--- src/rtl/hash_sample_unpack.sv ---
// hash_sample_unpack
//   Sits between the SHAKE squeeze output and the hash address generator /
//   sample memory. Each accepted 64-bit hash word is split into four 16-bit
//   samples, lane 0 first, one per cycle. Samples are counted per job and a
//   one-cycle done pulse marks completion.
//
// Ports
//   clk, rstn          clock, asynchronous active-low reset
//   start, abort       job start (IDLE only), synchronous job kill
//   mode[2:0]          job type (000 S/S', 001 E', 010 E, 100 B, 101 B')
//   level[1:0]         parameter set (01 n=1344, 10 n=976, 11 n=640, 00 n=0)
//   busy, done         job in progress (CLR/RUN), completion pulse
//   hash_valid/ready   hash word handshake, hash_data[63:0] word
//   smp_we, smp_data   sample write strobe and value
//   agu_addr_clr       address generator clear (CLR state)
//   agu_add_en         address generator step, same as smp_we
//   agu_mode/level     mode and level latched at job start
module hash_sample_unpack #(
  parameter int W_HASH = 64,
  parameter int W_SMP  = 16
) (
  input  logic              clk,
  input  logic              rstn,
  input  logic              start,
  input  logic              abort,
  input  logic [2:0]        mode,
  input  logic [1:0]        level,
  output logic              busy,
  output logic              done,
  input  logic              hash_valid,
  input  logic [W_HASH-1:0] hash_data,
  output logic              hash_ready,
  output logic              smp_we,
  output logic [W_SMP-1:0]  smp_data,
  output logic              agu_addr_clr,
  output logic              agu_add_en,
  output logic [2:0]        agu_mode,
  output logic [1:0]        agu_level
);

  typedef enum logic [1:0] {IDLE, CLR, RUN, DONE} state_t;

  state_t            state, state_next;
  logic [W_HASH-1:0] buf_q;
  logic              buf_valid;
  logic [1:0]        lane;       // lane of the sample currently on smp_data
  logic [13:0]       remaining;  // samples still to emit, including the current one
  logic              hs;
  logic              last_smp;

  function automatic logic [13:0] total(input logic [2:0] m, input logic [1:0] l);
    logic [13:0] n;
    case (l)
      2'b01:   n = 14'd1344;
      2'b10:   n = 14'd976;
      2'b11:   n = 14'd640;
      default: n = '0;
    endcase
    case (m)
      3'b000, 3'b010, 3'b101: total = {n[10:0], 3'b000};
      3'b001:                 total = (n != '0) ? 14'd64 : '0;
      3'b100:                 total = n;
      default:                total = '0;
    endcase
  endfunction

  // A new word may be taken while lane 3 is on the output, so words chain
  // back-to-back without a bubble; never after the final sample.
  assign hash_ready = (state == RUN) &&
                      (!buf_valid || (lane == 2'd3 && remaining > 14'd1));
  assign hs         = hash_valid && hash_ready;
  assign last_smp   = (state == RUN) && buf_valid && (remaining == 14'd1);

  // The output sample is the registered buffer lane, so smp_we follows the
  // buffer valid flag directly.
  assign smp_we       = buf_valid;
  assign agu_add_en   = buf_valid;
  assign smp_data     = buf_q[W_SMP*lane +: W_SMP];
  assign busy         = (state == CLR) || (state == RUN);
  assign done         = (state == DONE);
  assign agu_addr_clr = (state == CLR);

  always_ff @(posedge clk or negedge rstn) begin
    if (!rstn) state <= IDLE;
    else       state <= state_next;
  end

  always_comb begin
    state_next = state;
    if (abort) begin
      state_next = IDLE;
    end else begin
      case (state)
        IDLE: if (start) state_next = CLR;
        CLR:  state_next = (remaining == '0) ? DONE : RUN;
        RUN:  if (last_smp) state_next = DONE;
        DONE: state_next = IDLE;
        default: state_next = IDLE;
      endcase
    end
  end

  always_ff @(posedge clk or negedge rstn) begin
    if (!rstn) begin
      buf_q     <= '0;
      buf_valid <= 1'b0;
      lane      <= '0;
      remaining <= '0;
      agu_mode  <= '0;
      agu_level <= '0;
    end else if (abort) begin
      buf_valid <= 1'b0;
      lane      <= '0;
      remaining <= '0;
    end else begin
      case (state)
        IDLE: begin
          if (start) begin
            agu_mode  <= mode;
            agu_level <= level;
            remaining <= total(mode, level);
          end
        end
        RUN: begin
          if (hs) buf_q <= hash_data;
          if (buf_valid) begin
            remaining <= remaining - 14'd1;
            lane      <= lane + 2'd1;
            if (lane == 2'd3) buf_valid <= hs;
            if (last_smp) begin
              // unused lanes of the final word are dropped
              buf_valid <= 1'b0;
              lane      <= '0;
            end
          end else if (hs) begin
            buf_valid <= 1'b1;
            lane      <= '0;
          end
        end
        default: ;
      endcase
    end
  end

endmodule

--- config.mk ---
export PLATFORM = sky130hd
export DESIGN_NAME = hash_sample_unpack
export DESIGN_NICKNAME = d
export VERILOG_FILES = /design/src/rtl/hash_sample_unpack.sv
export SDC_FILE = /design/constraint.sdc
export NUM_CORES = 1
export LEC_CHECK = 0
export CORE_UTILIZATION = 35
export CTS_CLUSTER_SIZE = 25
export DETAILED_ROUTE_END_ITERATION = 16
export HOLD_SLACK_MARGIN = 0.06
export PLACE_DENSITY = 0.63
export SYNTH_ARGS = -nofsm -noshare
export SYNTH_HDL_FRONTEND = slang
export SYNTH_SLANG_ARGS = --single-unit
--- constraint.sdc ---
create_clock -name clk -period 2 [get_ports clk]
set_input_delay 0.4 -clock clk [delete_from_list [all_inputs] [get_ports clk]]
set_output_delay 0.4 -clock clk [all_outputs]
set_load 0.05 [all_outputs]
==> results.py <==
metrics = {
    "status": {
        "outcome": "finished with violations",
        "violations": "setup timing",
    },
    "timing": {
        "hold_viol_final": 0,
        "timing.final.max_slew_violations": 0,
        "hold-worst-slack_ps": 489,
        "worstMarginPinSlew_ps": 504,
        "fin_skew_ps": 8.08,
        "rsz0062_at_grt": "yes",
        "max_freq_mhz": 471,
        "layout_setup_ws_ps": -123,
        "period_share_pct": 106,
        "fin_crit_ps": 2120,
        "slew_headroom_pct": 66.3,
        "finalSetupViolations": 80,
    },
    "logic_synthesis": {
        "synth_cell_type_count": 48,
        "synth_top_cell_area_share_pct": 47.5,
        "synthesis.nets": 418,
        "synth_edf_count": 0,
        "synthesis.area_sq_mm": 0.00463,
        "synth_commonest_cells": "dfrtp_1, mux2_4, mux4_2, nand2_1",
        "yosys_warnings": 0,
        "synth_most_common_cell": "dfrtp_1",
        "synth-seq-cells": 88,
        "ys_seq_area_share_pct": 47.5,
        "postSynthCellCount": 331,
        "avgSynthCellArea_sq_um": 14.0,
        "synthArstFlopShare_pct": 100,
        "synth_top_area_cell": "dfrtp_1",
        "synth_flop_cell": "dfrtp_1",
        "synth.area.top_cells": "dfrtp_1, mux2_4, mux4_2, ha_1, mux2_2",
    },
    "power_and_ir_drop": {
        "peakVddDrop_mv": 0.789,
        "p_clk_share_pct": 17.2,
        "power_density_mw_per_mm2": 1430,
        "pwr-share-comb_pct": 52.4,
        "swShare_pct": 36.4,
        "switchingPower_mw": 3.65,
        "internal_power_mw": 6.38,
        "totalPowerFinal_mw": 10.0,
        "sequentialPowerShare_pct": 30.4,
        "p_leak_nw": 3.07,
    },
    "final_layout": {
        "postLayoutCoreUtil_pct": 54.8,
        "n_fill_cell": 1050,
        "n_antenna_cell": 0,
        "multi_input_area_sq_mm": 0.00237,
        "area.sequential_sq_mm": 0.00221,
        "drive_above_1_share_pct": 44.4,
        "nets": 587,
        "area_growth_pct": 51.1,
        "design_area_sq_mm": 0.00700,
    },
    "route": {
        "num_vias": 3354,
        "route.detailed.drc": 0,
        "drtAntennaViolNets": 0,
        "finalWirelength_um": 11600,
        "drt_iter0_drc": 166,
        "routedWlPerCell_um": 17.2,
        "first_pass_iters": 4,
        "viasPerCell": 4.95,
    },
    "clocking": {
        "cts_sinks": 88,
        "clock-root-buffer": "clkbuf_16",
        "numCtsBuffers": 9,
        "cts_tree": "done",
        "clk_latency_ps": 350,
        "clk_pin_slew_ps": 60,
        "cts_max_level": 3,
        "cts_max_path_buffers": 2,
    },
    "grt": {
        "grt_pass1_wl_um": 18100,
        "grt_pass1_vias": 3550,
        "grtUsageTotal_pct": 17.6,
        "grt_max_degree": 59,
        "grt-ovfl-total": 0,
        "antenna_found_initial": 0,
    },
    "worst_setup_path": {
        "critPathLaunch": "remaining[11]",
        "critPathArrivalTime_ps": 1720,
        "cp_slowest_stage_delay_ps": 420,
        "critPathKind": "register to output pin",
        "rr_startpoint": "remaining[11]",
        "path_max_fanout": 2,
        "cpMaxStageDelayCell": "dfrtp_2",
        "cp_data_required_time_ps": 1600,
        "cp-start-kind": "register",
        "endpoint_kind": "output pin",
        "reg2reg_to": "buf_q[1]",
        "cp-endpoint": "hash_ready",
        "ff2ff_path_depth": 8,
        "cp_cell_sequence": "nor4_4 -> nand4_1 -> o21ai_2 -> a21oi_4 -> buf_12",
        "r2r_slack_ps": -80,
    },
    "job": {
        "maxCapViolations": 0,
    },
    "placement": {
        "post-place-ws_ps": -254,
        "portBuffers": 100,
        "dp_hpwl_um": 8020,
        "place_area_sq_mm": 0.00627,
        "gp_congestion": 0.831,
    },
    "floorplanning": {
        "fp.coreArea_sq_mm": 0.0128,
        "die_w_um": 117,
        "die_area_sq_mm": 0.0137,
        "rows": 41,
        "io_pins": 101,
        "die_y_um": 117,
        "start_util_pct": 36.3,
    },
    "worst_hold_path": {
        "hold_class": "register to register",
    },
}
worst min-delay path by stage:
stage / startpoint / cells after the start / to / slack (ps)
2_1_floorplan: rstn / 0 / agu_add_en / 100
3_3_place_gp: rstn / 1 / buf_q[31] / 330
3_5_place_dp: rstn / 1 / buf_q[15] / 330
4_1_cts: rstn / 2 / buf_q[47] / 500
5_1_grt: agu_level[1] / 2 / agu_level[1] / 520
6_report: agu_level[1] / 2 / agu_level[1] / 490
per-layer routing:
layer  wire, um  track usage, %  part of all wire (%)  up-vias
met2       5640            29.2                    49       93
met4        230            6.67                   2.0        0
li1           -               -                     -     1566
met3        637            4.69                   5.5       18
met5          0               0                     0        -
met1       5110            22.0                    44     1677
layout make-up:
cell class | count | area share (%)
Inverter | 8 | 0.429
Multi-Input combinational cell | 219 | 33.8
Sequential cell | 88 | 31.5
Clock inverter | 7 | 1.11
Tap cell | 172 | 3.07
Clock buffer | 9 | 3.22
Timing Repair Buffer | 174 | 26.8
registers in the layout (all words and copies together) (netlist names):
register and cells:
agu_level 2, lane 2, state 2, buf_q 64, agu_add_en 1, agu_mode 3
remaining 14
power by group through the flow:
stage | sequential, mW | clock (mW) | combinational, mW
after floorplan | 3.12 | 0 | 3.12
after global placement | 3.02 | 0 | 4.80
after detailed placement | 3.07 | 0 | 4.85
after CTS | 3.05 | 1.79 | 5.06
after global routing | 3.15 | 1.86 | 5.63
final | 3.05 | 1.73 | 5.26
placed cells by master, fill, tap and decap left out, drive strengths merged, types with 4 or more instances in the layout:
cell / count
a21o: 4
a21oi: 10
buf: 89
clkbuf: 16
clkdlybuf4s50: 77
dfrtp: 88
ha: 13
inv: 11
mux2: 67
mux4: 16
nand2: 16
nand3b: 4
nand4: 4
nor2: 13
nor3: 5
nor4: 5
o21ai: 13
xnor2: 6
per-stage QoR:
stage,instances,TNS [ps]
2_1_floorplan,331,0
3_3_place_gp,644,-3910
3_5_place_dp,644,-3690
4_1_cts,665,-2030
5_1_grt,677,-9940
6_report,677,-3750
cells by family (layout without fill, tap and decap cells):
kind of cell,after synthesis,count (layout),share of synthesized area (%)
buf+inv,24,198,3.08
simple gates,65,65,8.10
mux,84,84,29.1
flops,88,88,47.5
xor+xnor,7,7,1.32
compound gates,50,50,7.34
fa+ha+maj,13,13,3.51
worst max-delay path, delay by kind of cell, from the launching register on:
family	cells	cell delay [ps]
and+or+nand+nor	2	470
DFF	1	420
AOI/OAI and AO/OA	2	320
buffers and inverters	1	160
repair_timing:
| action | CTS | global route |
|---|---|---|
| endpoints found under the setup margin | 17 | 94 |
| hold buffers | 1 | 0 |
| resized for setup | 20 | 25 |
| hold endpoints to repair | 22 | 0 |
| pin swaps | 4 | 4 |
| buffers inserted | 4 | 5 |
| cloned | 0 | 7 |
(Power assumes the default switching activity.)
